File: config.mk
export PLATFORM = sky130hd
export DESIGN_NAME = ttl_gate_bank_sync
export DESIGN_NICKNAME = d
export VERILOG_FILES = /design/src/rtl/ttl_gate_bank_sync.sv
export SDC_FILE = /design/constraint.sdc
export NUM_CORES = 1
export LEC_CHECK = 0
export CORE_UTILIZATION = 49
export CTS_CLUSTER_SIZE = 8
export DETAILED_ROUTE_END_ITERATION = 16
export GPL_TIMING_DRIVEN = 0
export PLACE_DENSITY = 0.91
export SLEW_MARGIN = 40
export SYNTH_ARGS = -nofsm -noshare
export SYNTH_HDL_FRONTEND = slang
export SYNTH_SLANG_ARGS = --single-unit
File: constraint.sdc
create_clock -name clk -period 3.4 [get_ports clk]
set_input_delay 0.85 -clock clk [delete_from_list [all_inputs] [get_ports clk]]
set_output_delay 0.85 -clock clk [all_outputs]
set_load 0.005 [all_outputs]
File: src/rtl/ttl_gate_bank_sync.sv
// Bank of CHANNELS clocked gates (NOR/OR/NAND/AND), each delayed through a
// LATENCY-stage pipeline and passed through a per-channel FILTER-cycle glitch filter.
module ttl_gate_bank_sync #(
  parameter int unsigned         CHANNELS  = 3,
  parameter int unsigned         INPUTS    = 3,
  parameter int unsigned         LATENCY   = 2,
  parameter int unsigned         FILTER    = 3,
  parameter logic [CHANNELS-1:0] RESET_VAL = '1
) (
  input  logic                         clk,
  input  logic                         rst,
  input  logic                         en,
  input  logic [1:0]                   mode,
  input  logic [CHANNELS*INPUTS-1:0]   a,
  output logic [CHANNELS-1:0]          y,
  output logic [CHANNELS-1:0]          tgl
);

  localparam int unsigned       CNT_W   = (FILTER > 1) ? $clog2(FILTER) : 1;
  localparam logic [CNT_W-1:0]  CNT_MAX = CNT_W'(FILTER - 1);

  logic [CHANNELS-1:0] g_c;
  logic [CHANNELS-1:0] d_c;

  // Combinational gate function per channel slice
  always_comb begin
    g_c = '0;
    for (int c = 0; c < int'(CHANNELS); c++) begin
      case (mode)
        2'b00:   g_c[c] = ~(|a[c*INPUTS +: INPUTS]);
        2'b01:   g_c[c] =  (|a[c*INPUTS +: INPUTS]);
        2'b10:   g_c[c] = ~(&a[c*INPUTS +: INPUTS]);
        default: g_c[c] =  (&a[c*INPUTS +: INPUTS]);
      endcase
    end
  end

  // Propagation-delay pipeline; the y register supplies the final stage
  if (LATENCY > 1) begin : g_pipe
    localparam int unsigned NSTG = LATENCY - 1;

    logic [CHANNELS-1:0] stg_q [NSTG];
    logic [CHANNELS-1:0] stg_d [NSTG];

    always_comb begin
      stg_d = stg_q;
      if (en) begin
        stg_d[0] = g_c;
        for (int i = 1; i < int'(NSTG); i++) begin
          stg_d[i] = stg_q[i-1];
        end
      end
    end

    always_ff @(posedge clk) begin
      if (rst) begin
        for (int i = 0; i < int'(NSTG); i++) begin
          stg_q[i] <= RESET_VAL;
        end
      end else begin
        stg_q <= stg_d;
      end
    end

    assign d_c = stg_q[NSTG-1];
  end else begin : g_nopipe
    assign d_c = g_c;
  end

  logic [CHANNELS-1:0] y_q,   y_d;
  logic [CHANNELS-1:0] tgl_q, tgl_d;
  logic [CNT_W-1:0]    cnt_q [CHANNELS];
  logic [CNT_W-1:0]    cnt_d [CHANNELS];

  // Glitch filter: a differing d must persist FILTER enabled edges to update y
  always_comb begin
    y_d   = y_q;
    tgl_d = '0;
    cnt_d = cnt_q;
    if (en) begin
      for (int c = 0; c < int'(CHANNELS); c++) begin
        if (d_c[c] == y_q[c]) begin
          cnt_d[c] = '0;
        end else if (cnt_q[c] == CNT_MAX) begin
          y_d[c]   = d_c[c];
          cnt_d[c] = '0;
          tgl_d[c] = 1'b1;
        end else begin
          cnt_d[c] = cnt_q[c] + CNT_W'(1);
        end
      end
    end
  end

  always_ff @(posedge clk) begin
    if (rst) begin
      y_q   <= RESET_VAL;
      tgl_q <= '0;
      for (int c = 0; c < int'(CHANNELS); c++) begin
        cnt_q[c] <= '0;
      end
    end else begin
      y_q   <= y_d;
      tgl_q <= tgl_d;
      cnt_q <= cnt_d;
    end
  end

  assign y   = y_q;
  assign tgl = tgl_q;

endmodule

# Word-level counts from Yosys, hierarchy flattened
# Cells that the tools add are included.
totals:
  regBits: 15
  input_bits: 14
  elab_cells: 56
classes:
  add_sub_neg: 3
  eq_ne: 8
  n_mux: 12
  n_bitwise: 10
  reduce_logical: 13
op_table:
  columns: ["op", "n"]
  rows:
  - ["AND reduction 3 bit", 6]
  - ["OR reduction 3 bit", 6]
  - ["2-to-1 mux 2 bit", 6]
  - ["inverter 1 bit", 10]
  - ["one-hot mux 1 bit (3 select lines)", 3]
  - ["equality test 2 bit (second input constant)", 4]
  - ["adder 2 x 1 -> 2 bit (second input constant)", 3]
  - ["equality test 1 bit", 3]
  - ["2-to-1 mux 1 bit", 3]
  - ["equality test 2 x 1 -> 1 bit (second input constant)", 1]
  - ["logical NOT 2 bit", 1]

# Depth between registers and ports, before layout
# Gate-level depths: netlist (run 1).
depth:
  ltp_word: 3
  depth_mapped: 4
  ltp_nobuf: 3

# Least setup slack after synthesis (run 1)
# No wires, ideal clock.
synth_timing:
  kind: "input to register"
  startpoint: "in en"
  endpoint: "reg g_pipe.stg_q (netlist bit d_c[0])"
  setup_time_ns: 0.125
  arrival_ns: 1.535
  slack_ns: 1.740
  cell_stages: 4
  path_buffers: 1
  cell_sequence: "buf_2 > nor3b_1 > o211ai_1 > nor3b_1"
synth_lines:
  columns: ["item", "line", "rtl"]
  rows:
  - ["from (decl)", "12", "input logic en,"]
  - ["to (signal assigned)", "61", "stg_q <= stg_d;"]
  - ["to (decl)", "42", "logic [CHANNELS-1:0] stg_q [NSTG];"]

# Worst setup path after layout (run 1)
layout_timing:
  startpoint: "reg y_q[1] (netlist: y[1])"
  endpoint: "out y[1]"
layout_lines:
  columns: ["item", "line", "rtl"]
  rows:
  - ["from (decl)", "70", "logic [CHANNELS-1:0] y_q, y_d;"]
  - ["from (signal assigned)", "103", "y_q <= y_d;"]
  - ["to (decl)", "15", "output logic [CHANNELS-1:0] y,"]
# No word-level cell between the ends.

==> reports/metrics.cfg, run 1 <==
[sta]
final_hold_viol_count = 0
setup_tns_ns = 0
period_minus_slack_ns = 2.01
final.period_utilization = 0.592
final_max_slew_viol_count = 0
timing.clock.skew_ns = 0.00140
fmax_mhz = 497
unrepaired_setup_endpoints_after_global_routing = false
final_setup_violation_count = 0
slew_headroom = 0.749
tightest_slew_ns = 0.376
final.setup.worst_slack_ns = 1.39
final.hold.worst_slack_ns = 0.499

[worst_setup_path]
critPathMaxFanout = 3
worstSetupStartpointType = register
path_cells = clkdlybuf4s50_1
crit_required_ns = 2.55
cpLargestDelayFamily = buffers and inverters
cp_num_buf_inv = 1
worstPathArrival_ns = 1.16
slowest_delay_ns = 0.51
critPathKind = reg -> out
critical-path-slowest-cell = sky130_fd_sc_hd__clkdlybuf4s50_1
endpoint_kind = output pin

[clocking]
cts_tree = done
post_cts_resize_count = 0
clock_tree_sinks = 15
total_clock_buffers_created_by_cts = 3
clk_path_buf_depth = 2
clock_latency_ns = 0.27
postCtsSetupBuffers = 0
cts_hold_buffers = 0
cts.clk_slew.worst_paths_ns = 0.09
htree_num_levels = 1
cts-root-buf = sky130_fd_sc_hd__clkbuf_4

[drt]
vias_per_cell = 6.00
wirelength_mm = 1.36
drc_errors = 0
routed_wire_length_per_instance_microns = 12.3
antenna_viol_nets_final = 0
firstDrtPassIters = 4
drt_iter0_drc = 16
via_count = 660

[die]
dieWidth_microns = 40.7
std_cell_rows = 13
die-height_microns = 40.7
initial_utilization = 0.542
design.die.area_sq_um = 1650
design.core.area_sq_um = 1350
num_io_pins = 20

[synth]
distinct_cells_synth = 23
postSynthRegisterBits = 15
postSynthNetCount = 88
post_synth.cell_area_avg_sq_um = 9.89
netlist_top_cells_area = sky130_fd_sc_hd__dfxtp_1 (41%), sky130_fd_sc_hd__nand2b_1 (6.8%), sky130_fd_sc_hd__a21bo_2 (4.1%)
yosysSeqAreaShare = 0.410
async_flop_share = 0
synth_top_cell_by_area = sky130_fd_sc_hd__dfxtp_1
ys.flop_type = sky130_fd_sc_hd__dfxtp_1
synth_area_sq_um = 732
synth_edf_count = 0
yosys_warnings = 0
synth.cells.most_frequent = sky130_fd_sc_hd__dfxtp_1 (15), sky130_fd_sc_hd__nand2b_1 (8), sky130_fd_sc_hd__a21oi_1 (6)
post-synth-top-count-cell = sky130_fd_sc_hd__dfxtp_1
synth_top_area_share = 0.410
synthesis.instances = 74

[finish]
num_antenna_cells = 0
syn2layout_area_growth_pct = 29.4
drive_gt1_frac = 0.137
post-route-util = 0.702
number_of_nets_in_the_layout = 110

[place]
numPortBuffers = 17
hpwl_mm = 1.03
pre_cts_slack_ns = 1.32
routabilityCongestion = 0.721

[grt]
grt-ovfl-total = 0
first_global_vias = 545
antenna_found_initial = 0
grt_start_max_net_pins = 11
grt_util_all_layers = 0.196
grt_pass1_wl_mm = 2.18

[flow_run]
max-cap-violations = 0

[outcome]
result_of_the_run = completed

[pwr]
vdd_ir_drop_max_v = 0.000286
cellPowerDensity_nw_per_um2 = 352
power.leakage_nw = 0.327

[worst_hold_path]
timing.hold.worst.class = reg -> reg

## kinds of logic (layout without fill, tap and decap cells)
kind of cell           count (synthesis)  in the layout  synth area share
AO/OA/AOI/OAI                         20             20             0.214
XOR/XNOR                               3              3            0.0359
buffers and inverters                  4             25            0.0376
flip-flops                            15             15             0.410
multiplexers                           2              2            0.0274
AND/OR/NAND/NOR                       30             30             0.275
## power by group
part / total, mW / leakage (nW) / internal [mW] / switching (mW)
combinational: 0.0481 / 0.190 / 0.0287 / 0.0194
clock: 0.0996 / 0.0150 / 0.0454 / 0.0542
sequential: 0.185 / 0.122 / 0.181 / 0.00454
## worst paths after layout
kind                          from                    end  slack, ns  cells past startpoint
min reg2reg  cnt_q[3]$_SDFFE_PP0P_  cnt_q[3]$_SDFFE_PP0P_       0.50                      2
max              y[1]$_SDFFE_PP1P_                   y[1]       1.39                      1
min          cnt_q[3]$_SDFFE_PP0P_  cnt_q[3]$_SDFFE_PP0P_       0.50                      2
max reg2reg    d_c[1]$_SDFFE_PP1P_  cnt_q[2]$_SDFFE_PP0P_       2.22                      3
## per-stage QoR
step                power, mW  instances  area (sq um)
floorplan               0.216         74           732
global placement        0.235        106           921
detailed placement      0.237        106           921
global route            0.349        110           947
CTS                     0.336        110           947
finish                  0.333        110           947
## layout make-up
class	instances	area (sq um)
Clock buffer	4	26.3
Sequential cell	15	300
Buffer	4	27.5
Tap cell	15	18.8
Fill cell	111	403
Multi-Input combinational cell	55	404
Timing Repair Buffer	17	170
## cell usage in the layout (no fill, tap or decap)
| master | n |
|---|---|
| sky130_fd_sc_hd__nand2b_1 | 8 |
| sky130_fd_sc_hd__buf_4 | 3 |
| sky130_fd_sc_hd__dfxtp_1 | 15 |
| sky130_fd_sc_hd__xnor2_1 | 2 |
| sky130_fd_sc_hd__buf_2 | 1 |
| sky130_fd_sc_hd__a311o_1 | 1 |
| sky130_fd_sc_hd__or4b_1 | 2 |
| sky130_fd_sc_hd__o32ai_1 | 3 |
| sky130_fd_sc_hd__a21oi_1 | 6 |
| sky130_fd_sc_hd__a21boi_1 | 1 |
| sky130_fd_sc_hd__or3_1 | 2 |
| sky130_fd_sc_hd__clkbuf_4 | 3 |
| sky130_fd_sc_hd__a21bo_2 | 3 |
| sky130_fd_sc_hd__xor2_1 | 1 |
| sky130_fd_sc_hd__nand2_1 | 2 |
| sky130_fd_sc_hd__o211ai_1 | 3 |
| sky130_fd_sc_hd__clkdlybuf4s50_1 | 17 |
| sky130_fd_sc_hd__nor3b_1 | 4 |
| sky130_fd_sc_hd__clkbuf_1 | 1 |
| sky130_fd_sc_hd__and2b_1 | 1 |
| sky130_fd_sc_hd__and4b_1 | 1 |
| sky130_fd_sc_hd__mux2i_1 | 2 |
| sky130_fd_sc_hd__nor3_1 | 5 |
| sky130_fd_sc_hd__nand3b_1 | 4 |
| sky130_fd_sc_hd__nand4b_1 | 1 |
| sky130_fd_sc_hd__o21ba_2 | 3 |
## per-layer routing
layer	part of all wire	GRT usage
met5	0	0
met4	0.014	0.0750
met3	0.041	0.0326
met2	0.52	0.357
met1	0.42	0.224
## registers in the layout, indices dropped and copies added, names as in the netlist
name / flops
y: 3
tgl: 3
cnt_q: 6
d_c: 3
No activity file was read; power rests on OpenSTA's default activity.
==> run 2, diff against run 1 <==
--- a/config.mk
+++ b/config.mk
@@ -5,11 +5,11 @@
 export SDC_FILE = /design/constraint.sdc
 export NUM_CORES = 1
 export LEC_CHECK = 0
-export CORE_UTILIZATION = 49
+export CORE_UTILIZATION = 45
 export CTS_CLUSTER_SIZE = 8
 export DETAILED_ROUTE_END_ITERATION = 16
 export GPL_TIMING_DRIVEN = 0
-export PLACE_DENSITY = 0.91
+export PLACE_DENSITY = 0.85
 export SLEW_MARGIN = 40
 export SYNTH_ARGS = -nofsm -noshare
 export SYNTH_HDL_FRONTEND = slang
==> constraint.sdc (replaced) <==
create_clock -name clk -period 2 [get_ports clk]
set_input_delay 0.5 -clock clk [delete_from_list [all_inputs] [get_ports clk]]
set_output_delay 0.5 -clock clk [all_outputs]
set_load 0.005 [all_outputs]
==> run 2 against run 1 <==
Critical path type unchanged. First-iteration DRC count down 50%. Routed wire length down 1.2%. Sequential cell count unchanged. Non-clock buffer count unchanged. Highest routed layer unchanged. Sequential share of layout area about the same. Largest power group unchanged.
==> reports/metrics.cfg, run 2 (same netlist as run 1, synthesis figures left out) <==
[place]
routabilityCongestion = 0.742  ; +2.9%
hpwl_mm = 1.04  ; +0.92%
numPortBuffers = 17  ; unchanged

[grt]
grt_start_max_net_pins = 11  ; unchanged
grt-ovfl-total = 0  ; unchanged
antenna_found_initial = 0  ; unchanged
first_global_vias = 631  ; +16%
grt_util_all_layers = 0.185  ; -0.0109
grt_pass1_wl_mm = 2.52  ; +16%

[pwr]
power.share.switching = 0.242  ; +0.00706
seq_power_share = 0.551  ; -0.005
internal_power_mw = 0.434  ; +70%
cellPowerDensity_nw_per_um2 = 603  ; +71%
part_of_the_power_in_the_clock_network = 0.308  ; +0.009
part_of_the_power_in_combinational_logic = 0.141  ; -0.003
switchingPower_mw = 0.138  ; +77%
power.leakage_nw = 0.327  ; unchanged
vdd_ir_drop_max_v = 0.000320  ; +12%

[drt]
firstDrtPassIters = 4  ; unchanged
via_count = 638  ; -3.3%
drt_iter0_drc = 8  ; -8
antenna_viol_nets_final = 0  ; unchanged
wirelength_mm = 1.34  ; -1.2%
routed_wire_length_per_instance_microns = 12.1  ; -2.1%
drc_errors = 0  ; unchanged
vias_per_cell = 5.75  ; -4.2%

[worst_setup_path]
slowest_delay_ns = 0.51  ; about the same
critical-path-slowest-cell = sky130_fd_sc_hd__clkdlybuf4s50_1
cpLargestDelayFamily = buffers and inverters
cp_num_buf_inv = 1  ; unchanged
critPathKind = reg -> out
worstReg2RegStart = d_c[0]$_SDFFE_PP1P_
worst_reg2reg_endpoint = cnt_q[4]$_SDFFE_PP0P_
worstSetupStartpointType = register
endpoint_kind = output pin
crit_required_ns = 1.50  ; -1.05 ns
path_cells = clkdlybuf4s50_1
critPathMaxFanout = 3  ; unchanged
reg2reg_depth = 3  ; unchanged
worstPathArrival_ns = 1.18  ; +0.02 ns
slack_of_the_worst_reg_to_reg_path_ns = 0.84  ; -1.38 ns

[sta]
final_setup_violation_count = 0  ; unchanged
fmax_mhz = 597
final_hold_viol_count = 0  ; unchanged
unrepaired_setup_endpoints_after_global_routing = false
final.hold.worst_slack_ns = 0.469  ; -0.0293 ns
period_minus_slack_ns = 1.68
tightest_slew_ns = 0.373  ; -0.00243 ns
setup_tns_ns = 0  ; unchanged
final_max_slew_viol_count = 0  ; unchanged
slew_headroom = 0.751  ; +0.00162
final.period_utilization = 0.838
timing.clock.skew_ns = 0.000508  ; -0.000895 ns

[die]
dieWidth_microns = 42.3  ; +4.1%
initial_utilization = 0.486  ; -0.0563
design.core.area_sq_um = 1510  ; +12%
std_cell_rows = 14  ; +1
design.die.area_sq_um = 1790  ; +8.4%
die-height_microns = 42.3  ; +4.1%
num_io_pins = 20  ; unchanged

[worst_hold_path]
timing.hold.worst.class = in -> reg
worstHoldPathCells = 2  ; unchanged
hold_path_end = y[2]$_SDFFE_PP1P_
worstHoldStart = rst

[clocking]
total_clock_buffers_created_by_cts = 3  ; unchanged
post_cts_resize_count = 0  ; unchanged
clock_latency_ns = 0.28  ; about the same
clock_tree_sinks = 15  ; unchanged
postCtsSetupBuffers = 0  ; unchanged
cts_hold_buffers = 0  ; unchanged
cts-root-buf = sky130_fd_sc_hd__clkbuf_4
clk_path_buf_depth = 2  ; unchanged
cts_tree = done
htree_num_levels = 1  ; unchanged
cts.clk_slew.worst_paths_ns = 0.09  ; about the same

[finish]
drive_gt1_frac = 0.137  ; unchanged
final_common_cell = sky130_fd_sc_hd__clkdlybuf4s50_1
largest_register_ffs = 6  ; unchanged
top_register = cnt_q
syn2layout_area_growth_pct = 29.6
num_antenna_cells = 0  ; unchanged
top_library_cells_by_usage_in_the_layout_fill_and_taps_aside = sky130_fd_sc_hd__clkdlybuf4s50_1 (17), sky130_fd_sc_hd__dfxtp_1 (15), sky130_fd_sc_hd__nand2b_1 (8)
number_of_nets_in_the_layout = 110  ; unchanged
fillerInstances = 138  ; +24%

[outcome]
result_of_the_run = completed

[flow_run]
max-cap-violations = 0  ; unchanged

## run 2: final cells by class
cell class	count	area [sq um]	share of cell area
clock buffer	4	26.3	0.0277
buffer	4	27.5	0.0290
multi-input combinational	55	404	0.426
tap	16	20.0	0.0211
sequential	15	300	0.317
timing repair buffer	17	170	0.179
## run 2: power by group through the flow
stage / Combinational [mW] / Clock, mW / Sequential (mW)
3_3_place_gp: 0.0785 / 0 / 0.321
3_5_place_dp: 0.0809 / 0 / 0.322
6_report: 0.0808 / 0.176 / 0.315
2_1_floorplan: 0.0476 / 0 / 0.320
4_1_cts: 0.0812 / 0.182 / 0.315
5_1_grt: 0.0900 / 0.190 / 0.316
## run 2: layer usage
| metal | routed length (microns) | track usage | part of all wire | vias up |
|---|---|---|---|---|
| met4 | 29 | 0.113 | 0.022 | 0 |
| met3 | 36 | 0.0259 | 0.027 | 4 |
| li1 | - | - | - | 320 |
| met5 | 0 | 0 | 0 | - |
| met1 | 556 | 0.209 | 0.41 | 297 |
| met2 | 719 | 0.323 | 0.54 | 17 |
## run 2: worst register-to-register path, cell delays in order (launching register included)
cell and delay [ns]:
sky130_fd_sc_hd__dfxtp_1 0.34, sky130_fd_sc_hd__xnor2_1 0.15, sky130_fd_sc_hd__or4b_1 0.48, sky130_fd_sc_hd__a21oi_1 0.13
## run 2: how the worst max path moves through the flow
| stage | end | slack (ns) | start | depth (start not counted) |
|---|---|---|---|---|
| floorplan | d_c[0]$_SDFFE_PP1P_ | 0.69 | en | 4 |
| global placement | d_c[2]$_SDFFE_PP1P_ | 0.27 | mode[0] | 4 |
| detailed placement | d_c[2]$_SDFFE_PP1P_ | 0.27 | mode[0] | 4 |
| CTS | y[1] | 0.31 | y[1]$_SDFFE_PP1P_ | 1 |
| global route | y[1] | 0.28 | y[1]$_SDFFE_PP1P_ | 1 |
| finish | y[1] | 0.32 | y[1]$_SDFFE_PP1P_ | 1 |
## run 2: metrics by stage
stage	area [sq um]	cells	worst slack [ns]	utilization	power (mW)
after CTS	948	111	0.308	0.630	0.578
after floorplan	732	74	0.690	-	0.368
after detailed placement	922	107	0.268	0.612	0.403
final	948	111	0.324	0.630	0.572
after global routing	948	111	0.283	0.630	0.597
after global placement	922	107	0.275	0.612	0.400
==> run 3, diff against run 2 <==
--- a/config.mk
+++ b/config.mk
@@ -5,11 +5,11 @@
 export SDC_FILE = /design/constraint.sdc
 export NUM_CORES = 1
 export LEC_CHECK = 0
-export CORE_UTILIZATION = 45
+export CORE_UTILIZATION = 41
 export CTS_CLUSTER_SIZE = 8
 export DETAILED_ROUTE_END_ITERATION = 16
 export GPL_TIMING_DRIVEN = 0
-export PLACE_DENSITY = 0.85
+export PLACE_DENSITY = 0.82
 export SLEW_MARGIN = 40
 export SYNTH_ARGS = -nofsm -noshare
 export SYNTH_HDL_FRONTEND = slang
==> constraint.sdc (replaced) <==
create_clock -name clk -period 1.4 [get_ports clk]
set_input_delay 0.35 -clock clk [delete_from_list [all_inputs] [get_ports clk]]
set_output_delay 0.35 -clock clk [all_outputs]
set_load 0.005 [all_outputs]
==> run 3 against run 2 <==
Critical path depth grew 3. Design area grew 2.2%. Count of clock-buffer cells in the layout is the same. Clock power grew 39%. Worst setup slack lost 0.24 ns. Final cell count grew 9.0%. Register-to-register slack lost 0.73 ns. Via count shrank 0.47%. Sequential cell count is the same. Largest cell class unchanged. Largest power group unchanged.
==> reports/metrics.cfg, run 3 (same netlist as run 1, synthesis figures left out) <==
[clocking]
clock_tree_sinks = 15  ; unchanged
total_clock_buffers_created_by_cts = 3  ; unchanged
clock_latency_ns = 0.27  ; about the same
clk_path_buf_depth = 2  ; unchanged
htree_num_levels = 1  ; unchanged
cts-root-buf = sky130_fd_sc_hd__clkbuf_4
cts.clk_slew.worst_paths_ns = 0.09  ; about the same
cts_tree = done

[die]
die-height_microns = 44.3  ; +4.5%
design.die.area_sq_um = 1960  ; +9.3%
initial_utilization = 0.459  ; -0.0267
std_cell_rows = 14  ; unchanged
design.core.area_sq_um = 1590  ; +5.8%
num_io_pins = 20  ; unchanged
dieWidth_microns = 44.3  ; +4.5%

[drt]
drc_errors = 0  ; unchanged
vias_per_cell = 5.25  ; -8.7%
top_layer = met4
met3WireLength_microns = 46  ; +28%
routed_wire_length_per_instance_microns = 11.5  ; -5.0%
firstDrtPassIters = 6  ; +2
via_count = 635  ; -0.47%
dr_wl_met2_microns = 678  ; -5.7%
drt_iter0_drc = 9  ; +1
antenna_viol_nets_final = 0  ; unchanged
wirelength_met1_microns = 641  ; +15%
wirelength_mm = 1.39  ; +3.5%

[flow_run]
max-cap-violations = 0  ; unchanged

[place]
pre_cts_slack_ns = -0.226  ; -0.493 ns
post-place-cells = 115  ; +7.5%
routabilityCongestion = 0.710  ; -4.4%
hpwl_mm = 1.03  ; -0.19%
numPortBuffers = 17  ; unchanged
dpl_cell_area_sq_um = 932  ; +1.1%

[finish]
number_of_nets_in_the_layout = 112  ; +1.8%
largest_register_ffs = 6  ; unchanged
post-route-util = 0.608  ; -0.0212
fillerInstances = 144  ; +4.3%
syn2layout_area_growth_pct = 32.5
top_register = cnt_q
drive_gt1_frac = 0.186  ; +0.0487
final_cell_count_no_fill = 121  ; +9.0%
finalInstanceArea_sq_um = 970  ; +2.2%
num_antenna_cells = 0  ; unchanged
final_common_cell = sky130_fd_sc_hd__dfxtp_1
top_library_cells_by_usage_in_the_layout_fill_and_taps_aside = sky130_fd_sc_hd__dfxtp_1 (12), sky130_fd_sc_hd__clkdlybuf4s50_1 (11), sky130_fd_sc_hd__nand2b_1 (8)

[pwr]
internal_power_mw = 0.619  ; +43%
switchingPower_mw = 0.193  ; +40%
seq_power_share = 0.554  ; +0.003
power.leakage_nw = 0.342  ; +4.5%
part_of_the_power_in_the_clock_network = 0.302  ; -0.006
power_mw = 0.812  ; +42%
part_of_the_power_in_combinational_logic = 0.144  ; +0.003
cellPowerDensity_nw_per_um2 = 838  ; +39%
vdd_ir_drop_max_v = 0.000480  ; +50%
power.share.switching = 0.238  ; -0.00389

[worst_hold_path]
timing.hold.worst.class = in -> reg
hold_path_end = y[2]$_SDFFE_PP1P_
worstHoldStart = rst
worstHoldPathCells = 2  ; unchanged

[grt]
grt_start_max_net_pins = 11  ; unchanged
grt-ovfl-total = 0  ; unchanged
grt_pass1_wl_mm = 2.41  ; -4.4%
grt_util_all_layers = 0.172  ; -0.0127
antenna_found_initial = 0  ; unchanged
first_global_vias = 591  ; -6.3%

[worst_setup_path]
slack_of_the_worst_reg_to_reg_path_ns = 0.11  ; -0.73 ns
crit_required_ns = 1.56  ; +0.06 ns
critPathKind = in -> reg
worstSetupStartpointType = input pin
critPathMaxFanout = 3  ; unchanged
endpoint_kind = register
worstPathArrival_ns = 1.48  ; +0.30 ns
reg2reg_depth = 4  ; +1
worstReg2RegStart = y[0]$_SDFFE_PP1P_
worst_reg2reg_endpoint = cnt_q[4]$_SDFFE_PP0P_

[sta]
timing.clock.skew_ns = 0.000583  ; +0.0000756 ns
final.setup.worst_slack_ns = 0.0816  ; -0.242 ns
final.hold.worst_slack_ns = 0.344  ; -0.125 ns
final_max_slew_viol_count = 0  ; unchanged
period_minus_slack_ns = 1.32
final_setup_violation_count = 0  ; unchanged
unrepaired_setup_endpoints_after_global_routing = false
final.period_utilization = 0.942
setup_tns_ns = 0  ; unchanged
slew_headroom = 0.731  ; -0.0197
tightest_slew_ns = 0.403  ; +0.0295 ns
fmax_mhz = 758
final_hold_viol_count = 0  ; unchanged

[outcome]
result_of_the_run = completed

[run 3: power groups by stage]
stage                     Sequential [mW]  Combinational [mW]  Clock [mW]
after global routing                0.452               0.127       0.283
after global placement              0.459               0.113           0
after detailed placement            0.460               0.117           0
after floorplan                     0.457              0.0681           0
after CTS                           0.450               0.117       0.250
final                               0.450               0.117       0.245
[run 3: worst max-delay path by stage]
stage,start,endpoint,slack (ns),depth (start not counted)
after floorplan,en,d_c[0]$_SDFFE_PP1P_,0.24,4
after global placement,mode[0],d_c[1]$_SDFFE_PP1P_,-0.18,4
after detailed placement,mode[0],d_c[0]$_SDFFE_PP1P_,-0.23,4
after CTS,mode[0],d_c[0]$_SDFFE_PP1P_,0.08,4
after global routing,y[1]$_SDFFE_PP1P_,cnt_q[2]$_SDFFE_PP0P_,0.06,4
final,mode[0],d_c[0]$_SDFFE_PP1P_,0.08,4
[run 3: layout make-up]
class | instances | area, sq um | area share
clock buffers | 4 | 26.3 | 0.0271
plain buffers | 4 | 27.5 | 0.0284
multi-input cells | 55 | 404 | 0.417
flip-flops and latches | 15 | 304 | 0.314
repair buffers | 19 | 178 | 0.183
well taps | 24 | 30.0 | 0.0310
[run 3: worst max-delay path: stages]
cell,delay [ns]
sky130_fd_sc_hd__clkdlybuf4s50_1,0.42
sky130_fd_sc_hd__nor3b_1,0.38
sky130_fd_sc_hd__o211ai_1,0.15
sky130_fd_sc_hd__nor3b_1,0.18
[run 3: routing by layer]
| metal | global-route usage | vias to the layer above |
|---|---|---|
| met5 | 0 | - |
| met4 | 0.0909 | 0 |
| met3 | 0.0612 | 2 |
| met2 | 0.285 | 16 |
| met1 | 0.192 | 294 |
| li1 | - | 323 |
[run 3: what timing repair did]
item / in CTS / in global routing
gates resized for setup: 9 / 0
setup buffers: 2 / 0
endpoints found under the setup margin: 6 / 0
hold buffers: 0 / 0
==> edit 1, RTL diff (flow settings as in run 3) <==
Register the output `tgl` once more, with the module's reset; this adds one clock of latency there. The other outputs are not delayed to match.
--- a/src/rtl/ttl_gate_bank_sync.sv
+++ b/src/rtl/ttl_gate_bank_sync.sv
@@ -107,7 +107,13 @@
   end
 
   assign y   = y_q;
-  assign tgl = tgl_q;
+  always_ff @(posedge clk) begin
+    if (rst) begin
+      tgl <= '0;
+    end else begin
+      tgl <= tgl_q;
+    end
+  end
 
 endmodule
 
Behaviour: not the same (Yosys sat finds a counterexample within 10 cycles, from zero or initial values and one cycle with rst high).
==> edit 1 against run 3 <==
  * Global-route usage fell by 0.62 points
  * Count of clock-buffer cells in the layout fell by 1
  * Critical endpoint is now cnt_q[3]
  * Total power rose by 14%
  * Cell area rose by 17%
  * Routed wire length rose by 10%
  * Highest routed layer unchanged
  * Setup slack got worse by 0.052 ns
  * Sequential cell count rose by 3
  * Synthesized area rose by 13%
==> edit 1: results (changes against run 3) <==
.. list-table::
   :header-rows: 1

   * - Metric
     - Value
   * - Routability cong.
     - 0.7005 (-1.3%)
   * - Crit path arrival time
     - 1.60 ns (+0.12 ns)
   * - Category of cells accounting for the largest share of critical-path delay
     - buffers and inverters
   * - Count of sequential standard cells
     - 18 (+3)
   * - Number of port buffers
     - 18 (+1)
   * - Cell types occupying the most area after synthesis
     - sky130_fd_sc_hd__dfxtp_1 44%, sky130_fd_sc_hd__o21ba_2 6.0%, sky130_fd_sc_hd__nand2b_1 5.3%
   * - Share of the synthesized netlist area taken by xor and xnor gates
     - 3.172% (-0.42 points)
   * - Cell types with the highest counts after synthesis
     - 18 x sky130_fd_sc_hd__dfxtp_1, 7 x sky130_fd_sc_hd__nand2b_1, 5 x sky130_fd_sc_hd__nor2b_1, 5 x sky130_fd_sc_hd__o21ba_2
   * - Filler instances
     - 160 (+11%)
   * - DPL Wire Length
     - 1.099 mm (+6.3%)
   * - Number of vias after detailed routing
     - 693 (+9.1%)
   * - Result of the run
     - complete, no violations
   * - Flip-flop and latch power
     - 0.000536 W (+19%)
   * - Wire length per cell
     - 11.61 um (+1.2%)
   * - Via count of the first global-routing pass
     - 626 (+5.9%)
   * - Placed insts
     - 125 (+8.7%)
   * - Clock buffers and inverters, area share
     - 1.980% (-0.73 points)
   * - Number of nets in the synthesized netlist
     - 96 (+9.1%)
   * - Register cell area after layout
     - 364.1 sq um (+20%)
   * - TritonRoute pass-1 iters
     - 3 (-3)
   * - First-pass GRT wire length
     - 2.553 mm (+6.0%)
   * - Crit share post-route
     - 97.89% (+3.7 points)
   * - Share of layout cells above drive strength 1
     - 26.17% (+7.6 points)
   * - Peak fanout along the critical path
     - 5 (+2)
   * - Clock tree buffer count of the final layout
     - 3 (-1)
   * - Layout multi-input combinational cell count
     - 60 (+9.1%)
   * - Worst vdd rail ir drop
     - 0.5342 mV (+11%)
   * - Static power due to leakage
     - 0.4041 nW (+18%)
   * - Power share of the clock group
     - 26.9% (-3.3 points)
   * - Total Nets Final
     - 123 (+9.8%)
   * - Netlist cell types
     - 22 (-4.3%)
   * - Largest stage delay on the critical path
     - 0.51 ns (+0.09 ns)
   * - Detailed Route Iter0 Violations
     - 6 (-3)
   * - Met1 track demand over resource in global routing
     - 19.29% (+0.054 points)
   * - Syn avg cell area
     - 10.10 sq um (+2.1%)
edit 1: timing repair:
action                                  CTS  global route
endpoints found under the setup margin   10             6
setup buffers                             2             2
gates resized for setup                  12             7
edit 1: through the flow:
stage	cell area (sq um)	TNS, ns	hold slack, ns	utilization (%)	total power (W)
4_1_cts	1087	0	0.3131	60.35	0.0009103
3_3_place_gp	1040	-3.067	0.4171	57.71	0.0006647
3_5_place_dp	1040	-3.340	0.4289	57.71	0.0006680
5_1_grt	1137	-0.01941	0.3094	63.13	0.0009541
2_1_floorplan	828.3	0	0.4138	-	0.0006150
6_report	1137	0	0.3105	63.13	0.0009227
edit 1: final timing paths:
check            from       end
min               rst    tgl[1]
max                en  cnt_q[3]
max reg2reg      y[1]  cnt_q[2]
min reg2reg  tgl_q[0]    tgl[0]
edit 1: layer usage:
| metal | share of wire (%) | wire length (um) |
|---|---|---|
| met1 | 44 | 679 |
| met2 | 50 | 762 |
| met3 | 4.7 | 72 |
| met4 | 1.2 | 19 |
| met5 | 0 | 0 |
==> edit 2, RTL diff (flow settings as in run 3) <==
Without the edit above. The parameter `FILTER` goes from 3 to 5.
--- a/src/rtl/ttl_gate_bank_sync.sv
+++ b/src/rtl/ttl_gate_bank_sync.sv
@@ -4,7 +4,7 @@
   parameter int unsigned         CHANNELS  = 3,
   parameter int unsigned         INPUTS    = 3,
   parameter int unsigned         LATENCY   = 2,
-  parameter int unsigned         FILTER    = 3,
+  parameter int unsigned         FILTER    = 5,
   parameter logic [CHANNELS-1:0] RESET_VAL = '1
 ) (
   input  logic                         clk,
Function: changed (a bounded check fails within 10 cycles, from zero or initial values and one cycle with rst high).
==> edit 2 against run 3 <==
  * Setup slack worse by 0.0038 ns
  * Cell area increased by 28%
  * Highest routed layer unchanged
  * Synthesized cell count rose by 42%
  * Non-clock buffer count increased by 2
  * Cell count is 30% higher
  * Hold slack improved by 0.16 ns
  * Routed wire length up 40%
  * Critical path depth did not move
  * Total power rose by 15%
  * Critical endpoint unchanged
  * Synthesized area rose by 34%
  * Register-to-register slack better by 0.04 ns
  * Clock skew is 0.0012 ns higher
  * Sequential cell count is 3 higher
==> edit 2: results (changes against run 3) <==
.. list-table::
   :header-rows: 1

   * - Metric
     - Value
   * - Result of the run
     - complete, no violations
   * - Static power due to leakage
     - 0.4496 nW (+31%)
   * - Critical R2R Launch
     - cnt_q[0]
   * - Detailed Route Iter0 Violations
     - 10 (+1)
   * - Largest net degree at the start of global routing
     - 11 (unchanged)
   * - Share of layout cells above drive strength 1
     - 16.28% (-2.3 points)
   * - DPL Wire Length
     - 1.500 mm (+45%)
   * - Worst vdd rail ir drop
     - 0.4179 mV (-13%)
   * - Peak fanout along the critical path
     - 6 (+3)
   * - Crit path arrival time
     - 1.53 ns (+0.05 ns)
   * - Worst hold path startpoint
     - cnt_q[1]
   * - M1 wire length
     - 851 um (+33%)
   * - DP Worst Slack
     - -0.2313 ns (-0.005370 ns)
   * - Total Nets Final
     - 151 (+35%)
   * - Min-delay worst type
     - flop to flop
   * - Detailed-routed wire length on met2
     - 1.006 mm (+48%)
   * - Category of cells accounting for the largest share of critical-path delay
     - buffers and inverters
   * - Filler instances
     - 215 (+49%)
   * - Flip-flop cell with the highest count after synthesis
     - sky130_fd_sc_hd__dfxtp_1
   * - Instance area after placement
     - 1194 sq um (+28%)
   * - Clk slew on worst S/H paths
     - 0.09 ns (about the same)
   * - Average via count per standard cell
     - 5.484 (+4.5%)
   * - Slew Limit Headroom
     - 78.78% (+5.7 points)
   * - Largest stage delay on the critical path
     - 0.58 ns (+0.16 ns)
   * - First-pass GRT wire length
     - 3.360 mm (+40%)
   * - Beginning of the critical path
     - rst
   * - Number of flip-flops under the largest register name
     - 9 (+3)
   * - Cell types with the highest counts after synthesis
     - 18 x sky130_fd_sc_hd__dfxtp_1, 8 x sky130_fd_sc_hd__inv_1, 7 x sky130_fd_sc_hd__nand2_1
   * - Setup clock skew after layout
     - 0.001790 ns (+0.001207 ns)
   * - Netlist cell types
     - 25 (+8.7%)
   * - Total Routing Usage GR
     - 17.12% (-0.086 points)
   * - Share of synthesized area occupied by flip-flops and latches
     - 36.83% (-4.2 points)
   * - Routability cong.
     - 0.8034 (+13%)
   * - Final routed wirelength across all metal layers
     - 1.945 mm (+40%)
   * - Number of port buffers
     - 18 (+1)
   * - Cell types occupying the most area after synthesis
     - sky130_fd_sc_hd__dfxtp_1 37%, sky130_fd_sc_hd__ha_1 7.7%, sky130_fd_sc_hd__nand2b_1 3.8%
   * - Via count of the first global-routing pass
     - 831 (+41%)
   * - Metal3 WL
     - 72 um (+57%)
   * - TritonRoute pass-1 iters
     - 4 (-2)
==> edit 2: timing repair <==
item                                    4_1_cts  5_1_grt
setup buffers                                 3        0
endpoints found under the setup margin        6        3
cloned                                        0        0
gates resized for setup                       9        1
==> edit 2: kinds of logic after synthesis <==
kind of cell    after synthesis  share of synthesized area, %
buf+inv                      12                         5.115
fa+ha+maj                     6                         7.672
xor+xnor                      6                         5.372
simple gates                 36                         21.61
compound gates               24                         20.33
mux                           3                         3.069
flops                        18                         36.83
==> edit 2: metrics by stage <==
step / instances / utilization [%]
finish: 157 / 55.41
global route: 157 / 55.41
CTS: 157 / 55.29
detailed placement: 151 / 53.45
global placement: 151 / 53.45
floorplan: 105 / -
==> edit 2: metal layers <==
layer,GRT usage [%],vias up
met2,32.00,22
li1,-,433
met5,0,-
met3,2.679,2
met4,5.556,0
met1,19.63,404
==> edit 2: final timing paths <==
check	endpoint	slack, ns	depth (start not counted)
max	d_c[0]	0.08	4
min	cnt_q[1]	0.50	2
max reg2reg	cnt_q[2]	0.15	4
min reg2reg	cnt_q[1]	0.50	2
==> edit 2: area by class of cell <==
| class | instances | area (sq um) | share of cell area, % |
|---|---|---|---|
| tap | 28 | 35.03 | 2.831 |
| buffer | 4 | 22.52 | 1.820 |
| inverter | 8 | 30.03 | 2.427 |
| timing repair buffer | 21 | 195.2 | 15.77 |
| multi-input combinational | 75 | 568.0 | 45.90 |
| clock buffer | 3 | 22.52 | 1.820 |
| sequential | 18 | 364.1 | 29.42 |
==> edit 2: power groups by stage <==
stage	clock [W]	sequential, W	combinational, W
after floorplan	0	0.000547	0.0000852
after global placement	0	0.000549	0.000139
after detailed placement	0	0.000551	0.000144
after CTS	0.000258	0.000539	0.000145
after global routing	0.000277	0.000541	0.000158
final	0.000248	0.000538	0.000145
==> edit 2: worst register-to-register path, stage by stage, from the launching register on <==
cell,delay [ns]
sky130_fd_sc_hd__dfxtp_1,0.37
sky130_fd_sc_hd__inv_1,0.07
sky130_fd_sc_hd__ha_1,0.23
sky130_fd_sc_hd__o31a_1,0.30
sky130_fd_sc_hd__o32ai_2,0.20
